--- src/rtl/mem_bus_arbiter_if.sv ---
// mem_bus_arbiter_if
//   Bundles every request, response and bus signal of the fetch/data memory
//   arbiter. Clock and reset stay outside as plain ports.
//
//   master : the arbiter side (drives arb_o_* and bus_o_*)
//   slave  : the environment side (fetch stage, memory stage and memory bus)
//
//   Fetch request   : fetch_i_req, fetch_i_addr
//   Data request    : memory_i_req, memory_i_we, memory_i_addr,
//                     memory_i_wdata, memory_i_wstrb
//   Responses       : arb_o_fetch_rdata/done, arb_o_mem_rdata/done
//   Stalls          : arb_o_fetch_stall, arb_o_mem_stall
//   Memory bus      : bus_o_valid/we/addr/wdata/wstrb, bus_i_ready, bus_i_rdata
//   Error reporting : arb_o_bus_err, arb_o_err_addr
interface mem_bus_arbiter_if;
    logic        fetch_i_req;
    logic [31:0] fetch_i_addr;
    logic        memory_i_req;
    logic        memory_i_we;
    logic [31:0] memory_i_addr;
    logic [31:0] memory_i_wdata;
    logic [3:0]  memory_i_wstrb;

    logic [31:0] arb_o_fetch_rdata;
    logic        arb_o_fetch_done;
    logic [31:0] arb_o_mem_rdata;
    logic        arb_o_mem_done;
    logic        arb_o_fetch_stall;
    logic        arb_o_mem_stall;

    logic        bus_o_valid;
    logic        bus_o_we;
    logic [31:0] bus_o_addr;
    logic [31:0] bus_o_wdata;
    logic [3:0]  bus_o_wstrb;
    logic        bus_i_ready;
    logic [31:0] bus_i_rdata;

    logic        arb_o_bus_err;
    logic [31:0] arb_o_err_addr;

    modport master (
        input  fetch_i_req, fetch_i_addr,
        input  memory_i_req, memory_i_we, memory_i_addr, memory_i_wdata, memory_i_wstrb,
        output arb_o_fetch_rdata, arb_o_fetch_done, arb_o_mem_rdata, arb_o_mem_done,
        output arb_o_fetch_stall, arb_o_mem_stall,
        output bus_o_valid, bus_o_we, bus_o_addr, bus_o_wdata, bus_o_wstrb,
        input  bus_i_ready, bus_i_rdata,
        output arb_o_bus_err, arb_o_err_addr
    );

    modport slave (
        output fetch_i_req, fetch_i_addr,
        output memory_i_req, memory_i_we, memory_i_addr, memory_i_wdata, memory_i_wstrb,
        input  arb_o_fetch_rdata, arb_o_fetch_done, arb_o_mem_rdata, arb_o_mem_done,
        input  arb_o_fetch_stall, arb_o_mem_stall,
        input  bus_o_valid, bus_o_we, bus_o_addr, bus_o_wdata, bus_o_wstrb,
        output bus_i_ready, bus_i_rdata,
        input  arb_o_bus_err, arb_o_err_addr
    );
endinterface

--- src/rtl/mem_bus_arbiter.sv ---
// mem_bus_arbiter
//   Shares one memory bus between instruction fetch and the load/store stage.
//   A winning request is latched onto a valid/ready bus; the response comes
//   back as a one-cycle done pulse to the owner. Includes a starvation guard
//   for fetch and a bus-timeout watchdog.
//
//   Ports
//     clk     : clock, rising edge
//     rst     : asynchronous reset, active low
//     arbBus  : mem_bus_arbiter_if.master (requests, responses, stalls, bus,
//               error reporting)
//
//   state | meaning
//   IDLE  | sample requests, grant one and latch it onto the bus
//   REQ   | bus_o_valid high, waiting for ready or watchdog expiry
//   RESP  | owner's done pulse; no grant, always back to IDLE
module mem_bus_arbiter #(
    parameter int MAX_D_STREAK = 4,
    parameter int TIMEOUT      = 255
) (
    input logic               clk,
    input logic               rst,
    mem_bus_arbiter_if.master arbBus
);

    typedef enum logic [1:0] {IDLE, REQ, RESP} arbStateT;

    localparam logic [2:0] STREAK_MAX = 3'(MAX_D_STREAK);
    localparam logic [7:0] WAIT_LAST  = 8'(TIMEOUT - 1);

    arbStateT    state;
    logic [2:0]  streak;
    logic [7:0]  waitCnt;
    logic        ownerData;

    logic        busValid;
    logic        busWe;
    logic [31:0] busAddr;
    logic [31:0] busWdata;
    logic [3:0]  busWstrb;

    logic [31:0] fetchRdata;
    logic        fetchDone;
    logic [31:0] memRdata;
    logic        memDone;
    logic        busErr;
    logic [31:0] errAddr;

    logic        dataWins;
    logic        timedOut;
    logic [31:0] respData;

    assign dataWins = arbBus.memory_i_req &
                      ((streak < STREAK_MAX) | ~arbBus.fetch_i_req);
    assign timedOut = ~arbBus.bus_i_ready & (waitCnt == WAIT_LAST);
    // An aborted transfer returns zero rather than whatever is on the bus.
    assign respData = arbBus.bus_i_ready ? arbBus.bus_i_rdata : 32'd0;

    always_ff @(posedge clk or negedge rst) begin
        if (!rst) begin
            state      <= IDLE;
            streak     <= 3'd0;
            waitCnt    <= 8'd0;
            ownerData  <= 1'b0;
            busValid   <= 1'b0;
            busWe      <= 1'b0;
            busAddr    <= 32'd0;
            busWdata   <= 32'd0;
            busWstrb   <= 4'd0;
            fetchRdata <= 32'd0;
            fetchDone  <= 1'b0;
            memRdata   <= 32'd0;
            memDone    <= 1'b0;
            busErr     <= 1'b0;
            errAddr    <= 32'd0;
        end else begin
            // Pulses last one cycle unless re-armed below.
            fetchDone <= 1'b0;
            memDone   <= 1'b0;
            busErr    <= 1'b0;

            case (state)
                IDLE: begin
                    if (dataWins) begin
                        ownerData <= 1'b1;
                        busWe     <= arbBus.memory_i_we;
                        busAddr   <= arbBus.memory_i_addr;
                        busWdata  <= arbBus.memory_i_wdata;
                        busWstrb  <= arbBus.memory_i_wstrb;
                        busValid  <= 1'b1;
                        waitCnt   <= 8'd0;
                        // With fetch waiting, dataWins implies streak < max,
                        // so the increment saturates at the limit.
                        streak    <= arbBus.fetch_i_req ? streak + 3'd1 : 3'd0;
                        state     <= REQ;
                    end else if (arbBus.fetch_i_req) begin
                        ownerData <= 1'b0;
                        busWe     <= 1'b0;
                        busAddr   <= arbBus.fetch_i_addr;
                        busWdata  <= 32'd0;
                        busWstrb  <= 4'd0;
                        busValid  <= 1'b1;
                        waitCnt   <= 8'd0;
                        streak    <= 3'd0;
                        state     <= REQ;
                    end
                end

                REQ: begin
                    if (arbBus.bus_i_ready || timedOut) begin
                        busValid <= 1'b0;
                        if (ownerData) begin
                            memDone  <= 1'b1;
                            memRdata <= busWe ? 32'd0 : respData;
                        end else begin
                            fetchDone  <= 1'b1;
                            fetchRdata <= respData;
                        end
                        if (!arbBus.bus_i_ready) begin
                            busErr  <= 1'b1;
                            errAddr <= busAddr;
                        end
                        state <= RESP;
                    end else begin
                        waitCnt <= waitCnt + 8'd1;
                    end
                end

                RESP: begin
                    state <= IDLE;
                end

                default: begin
                    state <= IDLE;
                end
            endcase
        end
    end

    assign arbBus.bus_o_valid       = busValid;
    assign arbBus.bus_o_we          = busWe;
    assign arbBus.bus_o_addr        = busAddr;
    assign arbBus.bus_o_wdata       = busWdata;
    assign arbBus.bus_o_wstrb       = busWstrb;
    assign arbBus.arb_o_fetch_rdata = fetchRdata;
    assign arbBus.arb_o_fetch_done  = fetchDone;
    assign arbBus.arb_o_mem_rdata   = memRdata;
    assign arbBus.arb_o_mem_done    = memDone;
    assign arbBus.arb_o_bus_err     = busErr;
    assign arbBus.arb_o_err_addr    = errAddr;
    assign arbBus.arb_o_fetch_stall = arbBus.fetch_i_req & ~fetchDone;
    assign arbBus.arb_o_mem_stall   = arbBus.memory_i_req & ~memDone;

endmodule

--- src/flat_wrapper.sv ---
// flat-port wrapper written by rule: the top's interface ports become plain ports
module mem_bus_arbiter_flat 
#(
    parameter int MAX_D_STREAK = 4,
    parameter int TIMEOUT      = 255
)
  (clk, rst, arbBus_fetch_i_req, arbBus_fetch_i_addr, arbBus_memory_i_req, arbBus_memory_i_we, arbBus_memory_i_addr, arbBus_memory_i_wdata, arbBus_memory_i_wstrb, arbBus_arb_o_fetch_rdata, arbBus_arb_o_fetch_done, arbBus_arb_o_mem_rdata, arbBus_arb_o_mem_done, arbBus_arb_o_fetch_stall, arbBus_arb_o_mem_stall, arbBus_bus_o_valid, arbBus_bus_o_we, arbBus_bus_o_addr, arbBus_bus_o_wdata, arbBus_bus_o_wstrb, arbBus_bus_i_ready, arbBus_bus_i_rdata, arbBus_arb_o_bus_err, arbBus_arb_o_err_addr);
  mem_bus_arbiter_if arbBus_i ();
  input logic clk;
  input logic rst;
  input wire logic [$bits(arbBus_i.fetch_i_req)-1:0] arbBus_fetch_i_req;
  input wire logic [$bits(arbBus_i.fetch_i_addr)-1:0] arbBus_fetch_i_addr;
  input wire logic [$bits(arbBus_i.memory_i_req)-1:0] arbBus_memory_i_req;
  input wire logic [$bits(arbBus_i.memory_i_we)-1:0] arbBus_memory_i_we;
  input wire logic [$bits(arbBus_i.memory_i_addr)-1:0] arbBus_memory_i_addr;
  input wire logic [$bits(arbBus_i.memory_i_wdata)-1:0] arbBus_memory_i_wdata;
  input wire logic [$bits(arbBus_i.memory_i_wstrb)-1:0] arbBus_memory_i_wstrb;
  output wire logic [$bits(arbBus_i.arb_o_fetch_rdata)-1:0] arbBus_arb_o_fetch_rdata;
  output wire logic [$bits(arbBus_i.arb_o_fetch_done)-1:0] arbBus_arb_o_fetch_done;
  output wire logic [$bits(arbBus_i.arb_o_mem_rdata)-1:0] arbBus_arb_o_mem_rdata;
  output wire logic [$bits(arbBus_i.arb_o_mem_done)-1:0] arbBus_arb_o_mem_done;
  output wire logic [$bits(arbBus_i.arb_o_fetch_stall)-1:0] arbBus_arb_o_fetch_stall;
  output wire logic [$bits(arbBus_i.arb_o_mem_stall)-1:0] arbBus_arb_o_mem_stall;
  output wire logic [$bits(arbBus_i.bus_o_valid)-1:0] arbBus_bus_o_valid;
  output wire logic [$bits(arbBus_i.bus_o_we)-1:0] arbBus_bus_o_we;
  output wire logic [$bits(arbBus_i.bus_o_addr)-1:0] arbBus_bus_o_addr;
  output wire logic [$bits(arbBus_i.bus_o_wdata)-1:0] arbBus_bus_o_wdata;
  output wire logic [$bits(arbBus_i.bus_o_wstrb)-1:0] arbBus_bus_o_wstrb;
  input wire logic [$bits(arbBus_i.bus_i_ready)-1:0] arbBus_bus_i_ready;
  input wire logic [$bits(arbBus_i.bus_i_rdata)-1:0] arbBus_bus_i_rdata;
  output wire logic [$bits(arbBus_i.arb_o_bus_err)-1:0] arbBus_arb_o_bus_err;
  output wire logic [$bits(arbBus_i.arb_o_err_addr)-1:0] arbBus_arb_o_err_addr;
  assign arbBus_i.fetch_i_req = arbBus_fetch_i_req;
  assign arbBus_i.fetch_i_addr = arbBus_fetch_i_addr;
  assign arbBus_i.memory_i_req = arbBus_memory_i_req;
  assign arbBus_i.memory_i_we = arbBus_memory_i_we;
  assign arbBus_i.memory_i_addr = arbBus_memory_i_addr;
  assign arbBus_i.memory_i_wdata = arbBus_memory_i_wdata;
  assign arbBus_i.memory_i_wstrb = arbBus_memory_i_wstrb;
  assign arbBus_arb_o_fetch_rdata = arbBus_i.arb_o_fetch_rdata;
  assign arbBus_arb_o_fetch_done = arbBus_i.arb_o_fetch_done;
  assign arbBus_arb_o_mem_rdata = arbBus_i.arb_o_mem_rdata;
  assign arbBus_arb_o_mem_done = arbBus_i.arb_o_mem_done;
  assign arbBus_arb_o_fetch_stall = arbBus_i.arb_o_fetch_stall;
  assign arbBus_arb_o_mem_stall = arbBus_i.arb_o_mem_stall;
  assign arbBus_bus_o_valid = arbBus_i.bus_o_valid;
  assign arbBus_bus_o_we = arbBus_i.bus_o_we;
  assign arbBus_bus_o_addr = arbBus_i.bus_o_addr;
  assign arbBus_bus_o_wdata = arbBus_i.bus_o_wdata;
  assign arbBus_bus_o_wstrb = arbBus_i.bus_o_wstrb;
  assign arbBus_i.bus_i_ready = arbBus_bus_i_ready;
  assign arbBus_i.bus_i_rdata = arbBus_bus_i_rdata;
  assign arbBus_arb_o_bus_err = arbBus_i.arb_o_bus_err;
  assign arbBus_arb_o_err_addr = arbBus_i.arb_o_err_addr;
  mem_bus_arbiter #(.MAX_D_STREAK(MAX_D_STREAK), .TIMEOUT(TIMEOUT)) u_core (.clk(clk), .rst(rst), .arbBus(arbBus_i));
endmodule
--- config.mk ---
export PLATFORM = sky130hd
export DESIGN_NAME = mem_bus_arbiter_flat
export DESIGN_NICKNAME = d
export VERILOG_FILES = /design/src/rtl/mem_bus_arbiter_if.sv /design/src/rtl/mem_bus_arbiter.sv /design/src/flat_wrapper.sv
export SDC_FILE = /design/constraint.sdc
export NUM_CORES = 1
export LEC_CHECK = 0
export BUFFER_PORTS_ARGS = -buffer_cell sky130_fd_sc_hd__buf_4
export CORE_ASPECT_RATIO = 1.75
export CORE_MARGIN = 4
export CORE_UTILIZATION = 35
export CTS_CLUSTER_DIAMETER = 200
export DETAILED_ROUTE_END_ITERATION = 12
export GPL_ROUTABILITY_DRIVEN = 1
export GPL_TIMING_DRIVEN = 0
export REMOVE_ABC_BUFFERS = 1
export SYNTH_ARGS = -nofsm -noshare
export SYNTH_HDL_FRONTEND = slang
export SYNTH_SLANG_ARGS = --single-unit
--- constraint.sdc ---
create_clock -name clk -period 1.6 [get_ports clk]
set_input_delay 0.16 -clock clk [delete_from_list [all_inputs] [get_ports clk]]
set_output_delay 0.16 -clock clk [all_outputs]
set_load 0.005 [all_outputs]
# Word-level counts from Yosys, hierarchy flattened

Index checks and enable logic that the tools add are counted.
Widths: inputs -> output; s select.

Reduce and logical (&&, ||, !) cells: 11
Eq/ne operators: 5
Bitwise operators: 10
Add/sub/neg operators: 2
Mux-type cells: 35
Magnitude comparators: 1

Operators by type and width:

| operator            | count |
|---|---|
| $mux 32             | 6 |
| $mux 8              | 3 |
| $pmux 8 s2          | 1 |
| $mux 1              | 15 |
| $reduce_and 3->1    | 5 |
| $mux 3              | 3 |
| $add 8x1->8 const B | 1 |
| $eq 8x8->1 const B  | 1 |
| $mux 4              | 2 |
| $mux 2              | 3 |
| $not 1->1           | 5 |
| $and 1x1->1         | 4 |
| $pmux 2 s2          | 1 |
| $reduce_and 2->1    | 2 |
| $reduce_bool 2->1   | 2 |
| $add 3x1->3 const B | 1 |
| $lt 3x3->1 const B  | 1 |
| $ne 3x2->1 const B  | 1 |
| $eq 2x1->1 const B  | 1 |
| $logic_not 2->1     | 1 |
| $ne 2x1->1 const B  | 1 |
| $ne 2x2->1 const B  | 1 |
| $pmux 1 s2          | 1 |
| $logic_or 1x1->1    | 1 |
| $or 1x1->1          | 1 |

Register bits after elaboration: 183
Input bits: 138
Output and inout port bits: 171

# Longest topological paths before layout

Gate-level depths: netlist (run 1).

Word-level depth: 5
Depth in mapped cells: 7
Depth with buffers taken out: 6

# Least setup slack after synthesis (run 1)

Ideal clock, no wire load.

Kind: flip-flop to flip-flop
From: register u_core.waitCnt[0]
To: register u_core.errAddr[12] (netlist: u_core.arbBus.arb_o_err_addr[12])
Data arrival time: 1.653 ns
Clock period less this slack: 1.777 ns
Required time: 1.475 ns
Path slack: -0.177 ns
Stages on the path, launching flop included: 7
Path through: dfrtp_1 inv_1 ha_1 nand4_2 nor4_4 buf_6 mux2_2

Cells in the longest elaborated chain, start to end: 4

Ends and longest elaborated chain:

| what                       | line                   | source |
|---|---|---|
| start, declared            | mem_bus_arbiter.sv:33  | `logic [7:0] waitCnt;` |
| start signal, assigned     | mem_bus_arbiter.sv:125 | `waitCnt <= waitCnt + 8'd1;` |
| $eq 8x8->1                 | mem_bus_arbiter.sv:55  | `assign timedOut = ~arbBus.bus_i_ready & (waitCnt == WAIT_LAST);` |
| $and 1x1->1                | mem_bus_arbiter.sv:55  |  |
| $logic_or 1x1->1           | mem_bus_arbiter.sv:110 | `if (arbBus.bus_i_ready \|\| timedOut) begin` |
| $reduce_and 3->1 (no line) | --                     |  |
| end signal, assigned       | mem_bus_arbiter.sv:121 | `errAddr <= busAddr;` |
| end, declared              | mem_bus_arbiter.sv:47  | `logic [31:0] errAddr;` |

No other way between the ends.
A chain may end at the register's enable or synchronous reset.

# Worst setup path in the final report (run 1)

From: register u_core.waitCnt[0]
To: register u_core.errAddr[8] (netlist: u_core.arbBus.arb_o_err_addr[8])

Same word-level chain as after synthesis.

==> summary.txt, run 1 <==
Setup path
  • Crit-path max cell delay: 0.38 ns
  • Crit path DAT: 2.16 ns
  • Worst endpoint required time: 1.92 ns
  • Buffers and inverters on the worst path: 3
  • CP Cell Sequence: inv_1, ha_2, nand4_4, nor4_4, buf_6, buf_12, mux2_4
  • Nature of the critical path endpoint: flop
  • Crit path max fanout: 7
  • Top delay family on crit path: buffers and inverters
  • Startpoint Class: flop
  • Slowest CP cell: dfrtp_1
  • CP Class: flop to flop

Logic synthesis
  • Netlist Area Pre-Place: between 7000 and 8000 um2
  • Synth warn: 0
  • EDFF count, synth: 0
  • Area leader, netlist: dfrtp_1
  • Count of cell types in the netlist: 39
  • Cells after Synth: about 520
  • Most frequent cells after synthesis: dfrtp_1, a32o_1, a22o_1, nand2_1, o21ai_0
  • Synth top area share: ~64%
  • Syn_area_per_cell: about 14 um2
  • Sequential area share after synthesis: 64.0%
  • FFs w/ async S/R, synth: 100%
  • Leading post-synthesis cells by cell area: dfrtp_1, a32o_1, mux2_2
  • Ys flop type: dfrtp_1
  • Most common cell in the netlist: dfrtp_1
  • Flops & latches, synth: ~180

STA
  • Slew Viols, Final: 0
  • Least-Margin Pin Slew: just over 0.9 ns
  • Peak Freq: around 540 MHz
  • Final WS setup: -0.239 ns
  • Final setup viols: approximately 110
  • Clock Skew: 0.00798 ns
  • Slew headroom: a little under 40%
  • Fin crit period: 1.84 ns
  • Final hold violations: 0
  • Fin crit share: 115%
  • RSZ-0062 raised after global routing: yes

CTS
  • Num CTS Buffers: 17
  • Skew-Pair Late Insertion Delay: between 0.4 and 0.5 ns
  • # clock sinks: ~180
  • CTS tree: built
  • CTS Buffer Depth: 2
  • Clk slew on worst S/H paths: 0.07 ns
  • Root Driver: clkbuf_16
  • H-Tree Depth: 4

Final layout
  • Area taken by multi-input logic gates: 2600 um2
  • Nets: about 1100
  • Storage element area: 4580 um2
  • Layout cells sized above 1: between 40% and 50%
  • # fillers: roughly 1600
  • Final std cells w/o fill: 1187
  • Synthesis-to-finish area growth: 63.0%
  • Final core occ: between 50% and 60%
  • Number of diodes: 0

Global routing
  • First-pass GRT wire length: 36400 um
  • Largest net degree at the start of global routing: around 110
  • Gr usage total: slightly above 20%
  • Grt ovf: 0
  • Antenna violations before repair: 0
  • Vias in the first global route: ~6700

Die
  • Die width: about 120 um
  • Core Footprint: 20200 um2
  • Die H: around 200 um
  • Die area: 22900 um2
  • # rows: 69
  • Number of I/O pins: ~310
  • Starting density of the core: 35.4%

Status
  • Status: finished with violations
  • Violated checks: negative setup slack

Routing
  • Via count: 6238
  • WL/cell: between 20 and 25 um
  • Final WL: 24100 um
  • DRT iter0 DRCs: between 200 and 300
  • Drt pass-1 iters: 6
  • Routed Antenna Nets: 0
  • # DRC: 0
  • Vias per cell: between 5 and 6

Placement
  • Placed insts: roughly 1100
  • Hpwl dp: between 15000 and 20000 um
  • Placer Congestion: 0.858
  • IO buf count: 308
  • Pre-CTS WS: -0.765 ns

Pwr
  • PwrDens: about 1600 nW/um2
  • Static leakage: approximately 5.8 nW
  • VDD IR max: approximately 1.1 mV

Flow run
  • Max_cap viols: 0

Worst hold path
  • Hold/Removal Path Class: primary input to flop
## power breakdown
part,total [mW],switching (mW),internal (mW)
combinational,7.28,3.19,4.09
clock,4.02,1.87,2.16
sequential,7.50,1.18,6.33
## worst reg2reg max path: cells and delay by family, from the launching register on
| family | cells | cell delay, ns |
|---|---|---|
| and+or+nand+nor | 2 | 0.42 |
| adders and majority gates | 1 | 0.19 |
| DFF | 1 | 0.38 |
| buffers and inverters | 3 | 0.43 |
| muxes | 1 | 0.31 |
## registers in the layout (all words and copies together) (netlist names)
register,cells
u_core.arbBus.bus_o_valid,1
u_core.arbBus.bus_o_wdata,32
u_core.arbBus.arb_o_bus_err,1
u_core.arbBus.bus_o_we,1
u_core.streak,3
u_core.arbBus.arb_o_fetch_done,1
u_core.state,2
u_core.arbBus.arb_o_err_addr,32
u_core.arbBus.arb_o_mem_rdata,32
u_core.arbBus.arb_o_mem_done,1
u_core.ownerData,1
u_core.arbBus.bus_o_addr,32
u_core.waitCnt,8
u_core.arbBus.bus_o_wstrb,4
u_core.arbBus.arb_o_fetch_rdata,32
## metrics by stage
step | setup TNS [ns] | hold WS, ns | instance area [um2] | power (mW)
global placement | -1000.19 | 0.378 | 9570 | 11.6
global route | -26.26 | 0.0145 | 11700 | 19.9
CTS | -19.43 | 0.00120 | 11500 | 18.9
floorplan | -464.67 | -0.136 | 6950 | 9.34
detailed placement | -76.54 | 0.150 | 9830 | 14.2
finish | -17.53 | 0.0238 | 11700 | 18.8
## cell usage in the layout, fill, tap and decap left out, drive strengths merged, types with 2 or more instances in the layout
cell type	count
inv	10
nor2	3
dfrtp	183
o21ai	38
a21oi	3
a31oi	4
nand2	37
a32o	65
nand2b	2
nand3	10
mux2	32
clkbuf	18
o211ai	4
clkinv	6
buf	349
dlygate4sd3	77
clkinvlp	3
nor2b	4
mux2i	32
and2	2
a22o	37
nand4	3
ha	3
## final cells by class
cell class              count  share of cell area (%)
clock inverters            14                    1.07
clock buffers              18                    3.68
multi-input cells         292                    22.3
flip-flops and latches    183                    39.3
well taps                 248                    2.66
inverters                   6                   0.193
repair buffers            426                    30.8
## metal layers
| layer | track usage (%) | up-vias | wire (um) |
|---|---|---|---|
| met5 | 0 | - | 0 |
| met4 | 8.26 | 0 | 675 |
| met3 | 5.40 | 42 | 1770 |
| met2 | 37.8 | 273 | 13200 |
| met1 | 22.2 | 3135 | 8520 |
| li1 | - | 2788 | - |
## kinds of logic (layout without fill, tap and decap cells)
kind of cell,after synthesis,in the layout,synth area share (%)
AO/OA/AOI/OAI,157,158,18.1
adder cells (fa/ha/maj),3,3,0.525
buffers and inverters,51,464,3.18
flip-flops,183,183,64.0
multiplexers,64,64,9.51
AND/OR/NAND/NOR,66,67,4.70
## timing repair
item / in CTS / in global routing
pin swaps: 9 / 12
gates cloned: 3 / 0
buffers inserted: 20 / 8
hold buffers: 77 / 0
endpoints found under the setup margin: 168 / 114
resized for setup: 48 / 28
hold endpoints to repair: 176 / 0
## final timing paths
path | start | slack, ns | cells after the start | end
max | u_core.waitCnt[0] | -0.24 | 7 | u_core.arbBus.arb_o_err_addr[8]
min | arbBus_memory_i_addr[12] | 0.02 | 3 | u_core.arbBus.bus_o_addr[12]
max reg2reg | u_core.waitCnt[0] | -0.24 | 7 | u_core.arbBus.arb_o_err_addr[8]
min reg2reg | u_core.arbBus.arb_o_mem_rdata[16] | 0.49 | 1 | u_core.arbBus.arb_o_mem_rdata[16]
max in group asynchronous | rst | 0.34 | 3 | u_core.waitCnt[4]
min in group asynchronous | rst | 0.26 | 2 | u_core.arbBus.arb_o_err_addr[7]
(Power assumes the default switching activity.)
==> run 2: changes to the inputs <==
--- a/config.mk
+++ b/config.mk
@@ -5,6 +5,7 @@
 export SDC_FILE = /design/constraint.sdc
 export NUM_CORES = 1
 export LEC_CHECK = 0
+export ABC_AREA = 1
 export BUFFER_PORTS_ARGS = -buffer_cell sky130_fd_sc_hd__buf_4
 export CORE_ASPECT_RATIO = 1.75
 export CORE_MARGIN = 4
==> summary.txt, run 2 <==
Logic synthesis
  • Count of cell types in the netlist: 28
  • Most common cell in the netlist: nand2_1
  • Syn_area_per_cell: approximately 9.1 um2
  • Ys flop type: dfrtp_1
  • EDFF count, synth: 0
  • Synth top area share: 58.4%
  • Netlist Area Pre-Place: a little under 8000 um2
  • Sequential area share after synthesis: between 50% and 60%
  • Cells after Synth: roughly 870
  • Leading post-synthesis cells by cell area: dfrtp_1, nand2_1, o21ai_2
  • Area leader, netlist: dfrtp_1
  • Synth warn: 0
  • Flops & latches, synth: about 180
  • Most frequent cells after synthesis: nand2_1, dfrtp_1, nand3_1
  • FFs w/ async S/R, synth: 100%

Global routing
  • First-pass GRT wire length: 45900 um
  • Largest net degree at the start of global routing: 106
  • Grt ovf: 0
  • Antenna violations before repair: 0
  • Gr usage total: 24.0%
  • Vias in the first global route: 8262

Setup path
  • Startpoint Class: flop
  • Crit path max fanout: 8
  • CP Class: flop to flop
  • Crit path DAT: 2.04 ns
  • Nature of the critical path endpoint: flop
  • Setup slack, reg-to-reg: -0.10 ns
  • Worst endpoint required time: roughly 1.9 ns

Routing
  • Drt pass-1 iters: 6
  • Routed Antenna Nets: 0
  • WL/cell: 19.3 um
  • Final WL: 31800 um
  • Via count: ~8200
  • # DRC: 0
  • Vias per cell: approximately 5.0
  • DRT iter0 DRCs: between 500 and 600

Final layout
  • Final core occ: between 60 and 70%
  • # fillers: about 1800
  • Synthesis-to-finish area growth: 75.3%
  • Most frequent cells in the layout: buf_4, nand2_1, dfrtp_1, dlygate4sd3_1, nand3_1
  • Final std cells w/o fill: 1645
  • Number of diodes: 0
  • Commonest non-fill, non-tap cell in the layout: buf_4
  • Design area: ~14000 um2
  • Layout cells sized above 1: a little over two fifths
  • Nets: 1477

CTS
  • CTS tree: built
  • Skew-Pair Late Insertion Delay: ~0.44 ns
  • H-Tree Depth: 4
  • # clock sinks: between 150 and 200
  • CTS Buffer Depth: 2
  • Clk slew on worst S/H paths: about 0.070 ns
  • Root Driver: clkbuf_16
  • Num CTS Buffers: 17

STA
  • Fin crit period: approximately 1.7 ns
  • Final WS setup: -0.102 ns
  • Final hold violations: 0
  • Least-Margin Pin Slew: 0.764 ns
  • Peak Freq: slightly below 600 MHz
  • Final setup viols: between 60 and 70
  • RSZ-0062 raised after global routing: yes
  • Slew Viols, Final: 0
  • Fin crit share: 106%
  • Clock Skew: about 0.0083 ns
  • Slew headroom: between 40% and 50%

Pwr
  • VDD IR max: roughly 0.85 mV
  • Sw frac: a little under two fifths
  • P_int: approximately 13 mW
  • Power share of the clock group: 20.7%
  • Static leakage: ~6.8 nW
  • PwrDens: around 1500 nW/um2
  • Sequential power share: 36.0%
  • Gate power share: a little over two fifths
  • NetSw: ~7.7 mW

Status
  • Status: finished with violations
  • Violated checks: negative setup slack

Placement
  • Pre-CTS WS: -1.65 ns
  • Placer Congestion: a little under 0.8
  • IO buf count: 308
  • Placed insts: 1416
  • Hpwl dp: between 15000 and 20000 um
  • Post-DP Area: ~10000 um2

Die
  • Die H: 206 um
  • Number of I/O pins: between 300 and 400
  • Die area: about 25000 um2
  • # rows: 72
  • Die width: between 100 and 150 um
  • Core Footprint: 22100 um2
  • Starting density of the core: 35.6%

Flow run
  • Max_cap viols: 0

Worst hold path
  • Hold/Removal Path Class: primary input to flop
## run 2: metal layers
| layer | global-route usage, % | vias to the layer above | routed length, um |
|---|---|---|---|
| met1 | 25.5 | 3987 | 11200 |
| met5 | 0 | - | 0 |
| met2 | 44.4 | 301 | 17400 |
| met4 | 13.7 | 0 | 1640 |
| met3 | 3.81 | 90 | 1540 |
| li1 | - | 3782 | - |
## run 2: power by group through the flow
stage | sequential [mW] | combinational [mW] | clock [mW]
2_1_floorplan | 7.39 | 2.53 | 0
3_3_place_gp | 7.31 | 6.44 | 0
3_5_place_dp | 7.35 | 6.56 | 0
4_1_cts | 7.34 | 8.01 | 4.41
5_1_grt | 7.70 | 9.72 | 4.59
6_report | 7.52 | 9.03 | 4.32
## run 2: cells by family (layout without fill, tap and decap cells)
kind of cell,after synthesis,count (layout),share of synthesized area (%)
and+or+nand+nor,416,432,21.8
DFF,183,183,58.4
AOI/OAI and AO/OA,149,150,12.3
buffers and inverters,113,580,6.94
xor gates and xnor gates,1,1,0.112
adders and majority gates,3,3,0.478
## run 2: metrics by stage
step	hold slack, ns	TNS [ns]	total power, mW
floorplan	-0.136	-163.32	9.92
global placement	0.421	-533.70	13.7
detailed placement	0.198	-182.77	13.9
CTS	0.0141	-0.448	19.8
global route	0.0321	-7.51	22.0
finish	0.0502	-2.17	20.9
## run 2: area by class of cell
cell class | instances | area [um2] | share of cell area, %
Timing Repair Buffer | 490 | 4410 | 32.1
Clock buffer | 21 | 470 | 3.42
Tap cell | 296 | 370 | 2.69
Multi-Input combinational cell | 586 | 3550 | 25.8
Timing Repair inverter | 1 | 8.76 | 0.0637
Inverter | 57 | 241 | 1.76
Clock inverter | 11 | 120 | 0.873
Sequential cell | 183 | 4580 | 33.3
## run 2: path summary, 6_finish.rpt
path,from,cells past startpoint,endpoint
min reg2reg,u_core.arbBus.arb_o_err_addr[6],2,u_core.arbBus.arb_o_err_addr[6]
min in group asynchronous,rst,2,u_core.arbBus.arb_o_mem_rdata[11]
max reg2reg,u_core.waitCnt[0],11,u_core.arbBus.arb_o_fetch_rdata[17]
min,arbBus_memory_i_addr[28],3,u_core.arbBus.bus_o_addr[28]
max,u_core.waitCnt[0],11,u_core.arbBus.arb_o_fetch_rdata[17]
max in group asynchronous,rst,3,u_core.arbBus.bus_o_wdata[29]
## run 2: worst max-delay path: stages, from the launching register on
cell and delay [ns]:
dfrtp_1 0.39, inv_2 0.08, ha_4 0.13, nand2_4 0.05
nor2_4 0.09, nand2_4 0.11, nand2_8 0.14, buf_6 0.11
nand3_4 0.11, clkbuf_16 0.22, nand2_1 0.10, o21ai_2 0.05
## run 2: repair_timing
item,4_1_cts,5_1_grt
cloned,17,8
endpoints found under the hold margin,211,0
resized for setup,64,148
setup endpoints to repair,182,175
hold buffers,134,0
setup buffers,30,8
pin swaps,18,14
